<file path="src/rtl/gb_bridge_pkg.sv">
// gb_bridge_pkg
//   Shared constants and types for the ghostbus stream bridge:
//   command codes, the write-ack byte, FSM state encoding, byte-counter
//   widths and a saturating counter helper.
package gb_bridge_pkg;

  localparam logic [7:0] CMD_WRITE = 8'h01;
  localparam logic [7:0] CMD_READ  = 8'h02;
  localparam logic [7:0] ACK_BYTE  = 8'hA5;

  // Packet field byte counters: 3 address bytes, 4 data bytes.
  localparam int                BCNT_W    = 2;
  localparam logic [BCNT_W-1:0] ADDR_LAST = 2'd2;
  localparam logic [BCNT_W-1:0] DATA_LAST = 2'd3;

  // Read-latency counter (READ_DELAY up to 15) and response byte counter.
  localparam int WAIT_W = 4;
  localparam int RCNT_W = 3;

  typedef enum logic [2:0] {
    ST_IDLE,
    ST_ADDR,
    ST_DATA,
    ST_WRITE,
    ST_READ,
    ST_WAIT,
    ST_RESP
  } bridge_state_t;

  function automatic logic [7:0] sat_inc8(input logic [7:0] v);
    return (v == 8'hFF) ? v : v + 8'd1;
  endfunction

endpackage

</file>
<file path="src/rtl/gb_resp_ser.sv">
// gb_resp_ser
//   Response serializer: loads a 32-bit word and emits it MSB byte first
//   on a valid/ready byte stream. len4=1 sends all four bytes, len4=0 sends
//   only the top byte (used for the write ack).
//   Ports:
//     gb_clk, gb_rst_n   clock, async active-low reset
//     load, len4         load strobe and length select (4 bytes / 1 byte)
//     load_data          word to send, MSB byte goes out first
//     out_data/out_valid response byte stream, held while out_ready is low
//     out_ready          downstream accept
//     done               last byte is handshaking this cycle
module gb_resp_ser
  import gb_bridge_pkg::*;
(
  input  logic        gb_clk,
  input  logic        gb_rst_n,
  input  logic        load,
  input  logic        len4,
  input  logic [31:0] load_data,
  output logic [7:0]  out_data,
  output logic        out_valid,
  input  logic        out_ready,
  output logic        done
);

  logic [31:0]       shreg;
  logic [RCNT_W-1:0] remaining;

  // The current byte is always the top of the shift register, so out_data
  // comes straight from a flop and cannot depend on out_ready.
  assign out_data = shreg[31:24];
  assign done     = out_valid & out_ready & (remaining == 3'd1);

  always_ff @(posedge gb_clk or negedge gb_rst_n) begin
    if (!gb_rst_n) begin
      shreg     <= '0;
      remaining <= '0;
      out_valid <= 1'b0;
    end else if (load) begin
      shreg     <= load_data;
      remaining <= len4 ? 3'd4 : 3'd1;
      out_valid <= 1'b1;
    end else if (out_valid && out_ready) begin
      shreg     <= {shreg[23:0], 8'h00};
      remaining <= remaining - 3'd1;
      if (remaining == 3'd1) begin
        out_valid <= 1'b0;
      end
    end
  end

endmodule

</file>
<file path="src/rtl/gb_stream_bridge.sv">
// gb_stream_bridge
//   Host-side ghostbus master. Parses an 8-bit command stream
//   (cmd, addr[23:0] MSB first, and for writes data[31:0] MSB first),
//   issues exactly one ghostbus strobe per packet and returns read data
//   (4 bytes) or a write ack (0xA5) on the response stream.
//   Ports:
//     gb_clk, gb_rst_n      clock, async active-low reset
//     in_data/in_valid/in_ready     command byte stream
//     out_data/out_valid/out_ready  response byte stream
//     gb_addr, gb_wdata     registered bus address / write data
//     gb_rdata              bus read data, valid READ_DELAY cycles after gb_rstb
//     gb_wen, gb_rstb       one-cycle write / read strobes
//     err_cnt               saturating count of illegal command bytes
module gb_stream_bridge
  import gb_bridge_pkg::*;
#(
  parameter int AW         = 24,
  parameter int DW         = 32,
  parameter int READ_DELAY = 2,
  parameter int ACK_WRITES = 1
) (
  input  logic          gb_clk,
  input  logic          gb_rst_n,
  input  logic [7:0]    in_data,
  input  logic          in_valid,
  output logic          in_ready,
  output logic [7:0]    out_data,
  output logic          out_valid,
  input  logic          out_ready,
  output logic [AW-1:0] gb_addr,
  output logic [DW-1:0] gb_wdata,
  input  logic [DW-1:0] gb_rdata,
  output logic          gb_wen,
  output logic          gb_rstb,
  output logic [7:0]    err_cnt
);

  localparam logic [WAIT_W-1:0] WAIT_LAST = WAIT_W'(READ_DELAY - 1);

  bridge_state_t     state;
  logic [BCNT_W-1:0] byte_cnt;
  logic [WAIT_W-1:0] wait_cnt;
  logic              is_write;

  logic              accept;
  logic              wait_done;
  logic              ser_load;
  logic              ser_len4;
  logic [31:0]       ser_data;
  logic              ser_done;

  assign accept    = in_valid & in_ready;
  assign wait_done = (state == ST_WAIT) && (wait_cnt == WAIT_LAST);

  // The serializer loads on the same edge that leaves WAIT (read data is
  // captured straight into its shift register) or leaves WRITE (ack byte),
  // so the first response byte is valid the very next cycle.
  assign ser_load = wait_done || ((state == ST_WRITE) && (ACK_WRITES != 0));
  assign ser_len4 = (state == ST_WAIT);
  assign ser_data = ser_len4 ? gb_rdata : {ACK_BYTE, 24'h000000};

  // Command FSM. in_ready is registered and set on each transition so it
  // is high exactly in IDLE/ADDR/DATA without any path from in_valid.
  // Address/data are shifted in a byte at a time and otherwise hold.
  always_ff @(posedge gb_clk or negedge gb_rst_n) begin
    if (!gb_rst_n) begin
      state    <= ST_IDLE;
      byte_cnt <= '0;
      wait_cnt <= '0;
      is_write <= 1'b0;
      in_ready <= 1'b0;
      gb_addr  <= '0;
      gb_wdata <= '0;
      gb_wen   <= 1'b0;
      gb_rstb  <= 1'b0;
      err_cnt  <= '0;
    end else begin
      gb_wen  <= 1'b0;
      gb_rstb <= 1'b0;
      case (state)
        ST_IDLE: begin
          in_ready <= 1'b1;
          if (accept) begin
            byte_cnt <= '0;
            if (in_data == CMD_WRITE) begin
              is_write <= 1'b1;
              state    <= ST_ADDR;
            end else if (in_data == CMD_READ) begin
              is_write <= 1'b0;
              state    <= ST_ADDR;
            end else begin
              err_cnt <= sat_inc8(err_cnt);
            end
          end
        end
        ST_ADDR: begin
          if (accept) begin
            gb_addr <= {gb_addr[AW-9:0], in_data};
            if (byte_cnt == ADDR_LAST) begin
              byte_cnt <= '0;
              if (is_write) begin
                state <= ST_DATA;
              end else begin
                state    <= ST_READ;
                gb_rstb  <= 1'b1;
                in_ready <= 1'b0;
              end
            end else begin
              byte_cnt <= byte_cnt + 2'd1;
            end
          end
        end
        ST_DATA: begin
          if (accept) begin
            gb_wdata <= {gb_wdata[DW-9:0], in_data};
            if (byte_cnt == DATA_LAST) begin
              state    <= ST_WRITE;
              gb_wen   <= 1'b1;
              in_ready <= 1'b0;
            end else begin
              byte_cnt <= byte_cnt + 2'd1;
            end
          end
        end
        ST_WRITE: begin
          if (ACK_WRITES != 0) begin
            state <= ST_RESP;
          end else begin
            state    <= ST_IDLE;
            in_ready <= 1'b1;
          end
        end
        ST_READ: begin
          state    <= ST_WAIT;
          wait_cnt <= '0;
        end
        ST_WAIT: begin
          if (wait_done) begin
            state <= ST_RESP;
          end else begin
            wait_cnt <= wait_cnt + 4'd1;
          end
        end
        ST_RESP: begin
          if (ser_done) begin
            state    <= ST_IDLE;
            in_ready <= 1'b1;
          end
        end
        default: begin
          state    <= ST_IDLE;
          in_ready <= 1'b0;
        end
      endcase
    end
  end

  gb_resp_ser u_resp_ser (
    .gb_clk    (gb_clk),
    .gb_rst_n  (gb_rst_n),
    .load      (ser_load),
    .len4      (ser_len4),
    .load_data (ser_data),
    .out_data  (out_data),
    .out_valid (out_valid),
    .out_ready (out_ready),
    .done      (ser_done)
  );

endmodule
</file>
<file path="config.mk">
export PLATFORM = sky130hd
export DESIGN_NAME = gb_stream_bridge
export DESIGN_NICKNAME = d
export VERILOG_FILES = /design/src/rtl/gb_bridge_pkg.sv /design/src/rtl/gb_resp_ser.sv /design/src/rtl/gb_stream_bridge.sv
export SDC_FILE = /design/constraint.sdc
export NUM_CORES = 1
export LEC_CHECK = 0
export ABC_AREA = 1
export CAP_MARGIN = 20
export CORE_MARGIN = 2
export CORE_UTILIZATION = 40
export CTS_CLUSTER_DIAMETER = 30
export DETAILED_ROUTE_END_ITERATION = 8
export PLACE_DENSITY = 0.75
export SLEW_MARGIN = 10
export SYNTH_ARGS = -nofsm -noshare
export SYNTH_HDL_FRONTEND = slang
export SYNTH_SLANG_ARGS = --single-unit
</file>
<file path="constraint.sdc">
create_clock -name gb_clk -period 2.3 [get_ports gb_clk]
set_clock_uncertainty 0.15 [all_clocks]
set_input_delay 0.23 -clock gb_clk [delete_from_list [all_inputs] [get_ports gb_clk]]
set_output_delay 0.23 -clock gb_clk [all_outputs]
set_load 0.02 [all_outputs]
</file>
==> results.md, run 1 <==
- Status: finished, final reports clean
- Synth cell types: 37
- Clock slew at reported path FFs: ~0.05 ns
- Top Layer Used: met4
- Net count, final: around 740
- Worst slew margin: 58.18%
- Clock latency on the worst-skew pair: 0.41 ns
- WL met2: approximately 5600 um
- DRT iter0 DRCs: approximately 240
- # diodes: 0
- Die W: 120.4 um
- Via count: approximately 4200
- Synth Register Bits: between 100 and 150
- Final Hold Violating Endpoints: 0
- Mapped Cells: 576
- Global-route wire length before repair: ~20000 um
- Setup TNS: 0 ns
- Final HPWL DP: 8545 um
- Worst path arrival time: 2.28 ns
- Share of cells above drive strength 1: between 10 and 15%
- GR Overflow Total: 0
- Final WS setup: around 0.21 ns
- HP Class: input port to async pin
- Post-DR wirelength/cell: roughly 13 um
- First-pass DRT Iterations: 4
- Io pins: 120
- Vias per cell: between 4 and 5
- Max-cap violations: 0
- Area Growth Syn to Fin: 32.81%
- Die ar.: 0.01450 mm2
- Clock net sink count: 113
- Setup CP Type: register to register
- Number of fill cells: ~1200
- Number of setup violations in the final report: 0
- Pleak: between 3 and 4 nW
- GRT Util Overall: ~18%
- FP Rows: 42
- Total CTS buffers: 17
- VDD IR max: 629.6 uV
- TritonCTS clock tree: built
- Crit-path max FO: 30
- Yosys warning count: 0
- Period Utilization, post-route: between 90% and 100%
- Initial antenna violation count: 0
- Buffers on Ports: 119
- Mapped Area: 0.005419 mm2
- Most frequent cells in the layout: 160 x nand2_1, 118 x clkdlybuf4s50_1, 113 x dfrtp_1
- Clk buf depth: 2
- Initial cell density of the core: about two fifths
- DR WL met3: 697 um
- Commonest non-fill, non-tap cell in the layout: nand2_1
- Crit. End Element: register
- Fin. max-slew vios: 0
- Final Wtd Congestion: 0.8848
- Die height: roughly 120 um
- Root Buffer: clkbuf_16
- Core box area: between 0.01 and 0.015 mm2
- DRT met1 WL: between 5000 and 6000 um
- Vias in the first global route: approximately 4200
- Seq/Total Area, Yosys: between 50% and 60%
- Synthesized area per cell: about 9.4 um2
- CTS HTree Levels: 4
- Max Freq: ~0.48 GHz
- Worst Max-Slew Pin Slew: 0.6258 ns
- Routed WL: ~12000 um
- Antenna Violating Nets Remaining: 0
- Required @ worst endpoint: ~2.5 ns
- Min Tclk post-route: ~2.1 ns
- Power per Cell Area: 1325 mW/mm2
- Syn nets: 629
- Drt drc: 0
- Crit start category: register
- Largest net degree at the start of global routing: 57
- RSZ-0062 raised after global routing: no
- Pre-CTS WS: 0.2516 ns
[state kept, by name, summed over array words and instances, names as in the netlist]
name,flops
wait_cnt,4
in_ready,1
u_resp_ser.shreg,32
gb_wen,1
gb_addr,24
gb_wdata,32
state,3
err_cnt,8
gb_rstb,1
u_resp_ser.remaining,3
u_resp_ser.out_valid,1
byte_cnt,2
is_write,1
[synth_stat cells, drive strengths merged]
library cell  count  share of area, %
mux2i             1              0.18
nor3b             1              0.23
o31ai             1              0.14
ha                9               2.1
nor3              1             0.092
o22ai             3              0.35
nand2           169                13
o21ai            58               5.8
nor2             49               4.4
clkbuf            2              0.14
dfrtp           113                52
a21oi            15               1.9
nand3            36               3.4
inv              57               4.2
a31oi             1              0.12
xor2              4              0.65
nand4             2              0.23
nand3b            1              0.37
buf              28               4.2
mux2             22               5.8
xnor2             3              0.48
[final timing paths]
check | cells past startpoint | from | slack (ns) | endpoint
max | 6 | state[2] | 0.21 | u_resp_ser.shreg[13]
min reg2reg | 2 | u_resp_ser.shreg[6] | 0.33 | u_resp_ser.shreg[6]
max reg2reg | 6 | state[2] | 0.21 | u_resp_ser.shreg[13]
min in group gb_clk | 3 | gb_rdata[7] | 0.20 | u_resp_ser.shreg[7]
min | 2 | gb_rst_n | 0.17 | gb_addr[18]
max in group asynchronous | 3 | gb_rst_n | 1.12 | u_resp_ser.shreg[25]
[critical path: stages (launching register included)]
cell and delay [ns]:
dfrtp_1 0.69, inv_4 0.11, nand3_2 0.18, nand2_8 0.12, nor2_4 0.50, nand2_1 0.13, nand3_1 0.12
[what timing repair did]
action,in CTS,in global routing
buffers inserted,0,0
hold endpoints to repair,34,0
hold buffers,1,0
gates resized for setup,0,0
[logic make-up after synthesis]
family                     Yosys count  synth area share (%)
adders and majority gates            9                 2.078
AOI/OAI and AO/OA                   78                 8.312
and+or+nand+nor                    259                 21.77
xor gates and xnor gates             7                 1.131
muxes                               23                 6.003
DFF                                113                 52.18
buffers and inverters               87                 8.520
[final cells by class]
type                    instances  area [um2]  area share (%)
inverters                      57       226.5           3.147
flip-flops and latches        113        2828           39.29
well taps                     176       220.2           3.060
clock buffers                  24       481.7           6.693
repair buffers                124        1254           17.42
multi-input cells             376        2130           29.59
clock inverters                 6       57.56          0.7997
[routing by layer]
metal / vias to the layer above / GRT usage [%]
li1: 2055 / -
met1: 1977 / 23.16
met4: 0 / 6.686
met3: 16 / 4.481
met5: - / 0
met2: 140 / 28.18
[through the flow]
step | instance area, um2 | util [%] | hold slack, ns | instances | power (mW)
after global routing | 7197 | 54.35 | 0.2036 | 876 | 10.21
final | 7197 | 54.35 | 0.1744 | 876 | 9.533
after floorplan | 5419 | - | -0.2156 | 576 | 5.829
after global placement | 6648 | 50.20 | 0.06622 | 845 | 7.029
after CTS | 7197 | 54.35 | 0.1761 | 876 | 9.620
after detailed placement | 6648 | 50.20 | 0.07241 | 845 | 7.178
[where the power goes]
group	switching, mW	total [mW]	internal [mW]
Combinational	2.12	3.82	1.70
Clock	0.845	2.39	1.55
Sequential	0.615	3.33	2.71
Total	3.58	9.53	5.95
No activity file was read; power rests on OpenSTA's default activity.
==> inputs of run 2 (changes only) <==
--- a/config.mk
+++ b/config.mk
@@ -12,7 +12,7 @@
 export CTS_CLUSTER_DIAMETER = 30
 export DETAILED_ROUTE_END_ITERATION = 8
 export PLACE_DENSITY = 0.75
-export SLEW_MARGIN = 10
+export SLEW_MARGIN = 40
 export SYNTH_ARGS = -nofsm -noshare
 export SYNTH_HDL_FRONTEND = slang
 export SYNTH_SLANG_ARGS = --single-unit
==> constraint.sdc (replaced) <==
create_clock -name gb_clk -period 2.3 [get_ports gb_clk]
set_clock_uncertainty 0.15 [all_clocks]
set_input_delay 0.345 -clock gb_clk [delete_from_list [all_inputs] [get_ports gb_clk]]
set_output_delay 0.345 -clock gb_clk [all_outputs]
set_load 0.02 [all_outputs]
==> run 2 against run 1 <==
Effect of this change: sequential cell count stayed put; highest routed layer unchanged; fmax rose by 3.7%; register-to-register slack better by 0.11 ns; critical endpoint is now err_cnt[2]; critical path type is now register to output port; die area unchanged; via count up 1.1%; wire length is 2.1% higher; worst hold slack better by 0.15 ns; cell count increased by 0.34%.
==> results.md, run 2 (synthesized netlist as in run 1, its figures left out) <==
- Status: finished, final reports clean
- Final instance area: 0.007212 mm2 (+0.21%)
- Internal: 5.921 mW (-0.54%)
- Root Buffer: clkbuf_16
- Most frequent cells in the layout: 160 x nand2_1, 118 x clkdlybuf4s50_1, 113 x dfrtp_1
- Crit. Startpoint: err_cnt[2]
- Area Growth Syn to Fin: 33.09%
- Hold_ws: 0.3209 ns (+0.1465 ns)
- Power per Cell Area: 1329 mW/mm2 (+0.35%)
- Die W: 120.4 um (unchanged)
- Global-route wire length before repair: 19990 um (-1.2%)
- Slowest stage delay, CP: 0.65 ns (-0.04 ns)
- Total CTS buffers: 17 (unchanged)
- Final Wtd Congestion: 0.7999 (-9.6%)
- Min Tclk post-route: 2.012 ns (-0.07379 ns)
- Period Utilization, post-route: 87.46% (-3.2 points)
- Worst path arrival time: 1.52 ns (-0.76 ns)
- Combinational power share: 40.2% (+0.2 points)
- Pleak: 3.548 nW (about the same)
- Switch share: 38.24% (+0.68 points)
- Vias in the first global route: 4150 (-1.1%)
- Vias per cell: 4.819 (+0.80%)
- Net count, final: 744 (+0.27%)
- HP Class: input port to async pin
- Setup CP Type: register to output port
- Total net switching power: 3.666 mW (+2.4%)
- Die height: 120.4 um (unchanged)
- Crit-path max FO: 7 (-77%)
- Drt drc: 0 (unchanged)
- Number of setup violations in the final report: 0 (unchanged)
- Cells along the critical path: clkdlybuf4s50_1
- Crit. End Element: output port
- Post-CTS Setup Inserts: 0 (unchanged)
- FP Rows: 42 (unchanged)
- Post-DR wirelength/cell: 13.67 um (+1.7%)
- VDD IR max: 800.6 uV (+27%)
- DRT iter0 DRCs: 266 (+9.9%)
- Clock latency on the worst-skew pair: 0.41 ns (about the same)
- RSZ-0062 raised after global routing: no
- Critical-path top delay cell: clkdlybuf4s50_1
- Area of the multi-input gates: 0.002130 mm2 (unchanged)
- First-pass DRT Iterations: 4 (unchanged)
- GR Overflow Total: 0 (unchanged)
- Largest net degree at the start of global routing: 57 (unchanged)
- TritonCTS clock tree: built
- Sequential share of power: 34.9% (about the same)
- Core box area: 0.01324 mm2 (unchanged)
- Buffers on Ports: 119 (unchanged)
- Number of fill cells: 1168 (-1.8%)
- Final HPWL DP: 8463 um (-0.95%)
- Worst Max-Slew Pin Slew: 0.5815 ns (-0.04437 ns)
- Clk pwr share: 24.9% (-0.2 points)
- GRT Util Overall: 17.46% (-0.19 points)
- Die ar.: 0.01450 mm2 (unchanged)
- Setup TNS: 0 ns (unchanged)
- Via count: 4236 (+1.1%)
- Io pins: 120 (unchanged)
- Required @ worst endpoint: 1.80 ns (-0.69 ns)
- Initial antenna violation count: 0 (unchanged)
- Max Freq: 0.4971 GHz (+3.7%)
- Routed WL: 12020 um (+2.1%)
- Clock net sink count: 113 (unchanged)
- CTS HTree Levels: 4 (unchanged)
- Commonest non-fill, non-tap cell in the layout: nand2_1
- Final Hold Violating Endpoints: 0 (unchanged)
- Buffer and inverter count on the worst path: 1 (unchanged)
- Max-cap violations: 0 (unchanged)
- # diodes: 0 (unchanged)
- Biggest regs: gb_wdata x32, u_resp_ser.shreg x32, gb_addr x24
- Clk buf depth: 2 (unchanged)
- Fin. max-slew vios: 0 (unchanged)
- Crit start category: register
- Initial cell density of the core: 40.92% (unchanged)
- Share of cells above drive strength 1: 14.08% (+0.51 points)
- Worst slew margin: 61.23% (+3.1 points)
- CP delay by family, top: buffers and inverters
- Antenna Violating Nets Remaining: 0 (unchanged)
- Placement-stage cell area: 0.006663 mm2 (+0.23%)
- Storage element area: 0.002828 mm2 (unchanged)
- RR Startpoint: state[2]
- Clock slew at reported path FFs: 0.05 ns (about the same)
run 2: timing repair:
action | 4_1_cts | 5_1_grt
hold endpoints to repair | 39 | 0
hold buffers | 1 | 0
gates resized for setup | 0 | 0
run 2: through the flow:
| step | total power, mW | utilization (%) | std cells | worst slack [ns] |
|---|---|---|---|---|
| floorplan | 5.829 | - | 576 | 0.6471 |
| global placement | 7.070 | 50.31 | 847 | 0.3281 |
| detailed placement | 7.218 | 50.31 | 847 | 0.3053 |
| CTS | 9.669 | 54.46 | 879 | 0.2594 |
| global route | 10.20 | 54.46 | 879 | 0.1963 |
| finish | 9.587 | 54.46 | 879 | 0.2884 |
run 2: layer usage:
metal  wire [um]  vias to the layer above  global-route usage [%]  part of all wire, %
li1            -                     2058                       -                    -
met1        5472                     1993                   22.85                   46
met2        5542                      167                   27.79                   46
met3         842                       18                   5.519                  7.0
met4         160                        0                   5.233                  1.3
met5           0                        -                       0                    0
run 2: worst paths after layout:
kind | slack [ns] | cells past startpoint | end
max | 0.29 | 1 | err_cnt[2]
min | 0.32 | 2 | gb_addr[16]
max reg2reg | 0.32 | 8 | u_resp_ser.shreg[9]
min reg2reg | 0.32 | 2 | u_resp_ser.shreg[3]
max in group asynchronous | 1.03 | 3 | err_cnt[3]
min in group gb_clk | 0.32 | 2 | u_resp_ser.shreg[3]
run 2: power groups by stage:
| stage | sequential, mW | clock, mW | combinational [mW] |
|---|---|---|---|
| after floorplan | 3.64 | 0 | 2.19 |
| after global placement | 3.33 | 0 | 3.74 |
| after detailed placement | 3.36 | 0 | 3.86 |
| after CTS | 3.34 | 2.43 | 3.89 |
| after global routing | 3.44 | 2.54 | 4.22 |
| final | 3.34 | 2.39 | 3.85 |
run 2: final cells by class:
class / count / share of cell area [%]
Tap cell: 176 / 3.053
Sequential cell: 113 / 39.21
Inverter: 57 / 3.140
Multi-Input combinational cell: 376 / 29.53
Clock buffer: 21 / 6.246
Timing Repair Buffer: 126 / 17.59
Clock inverter: 10 / 1.232
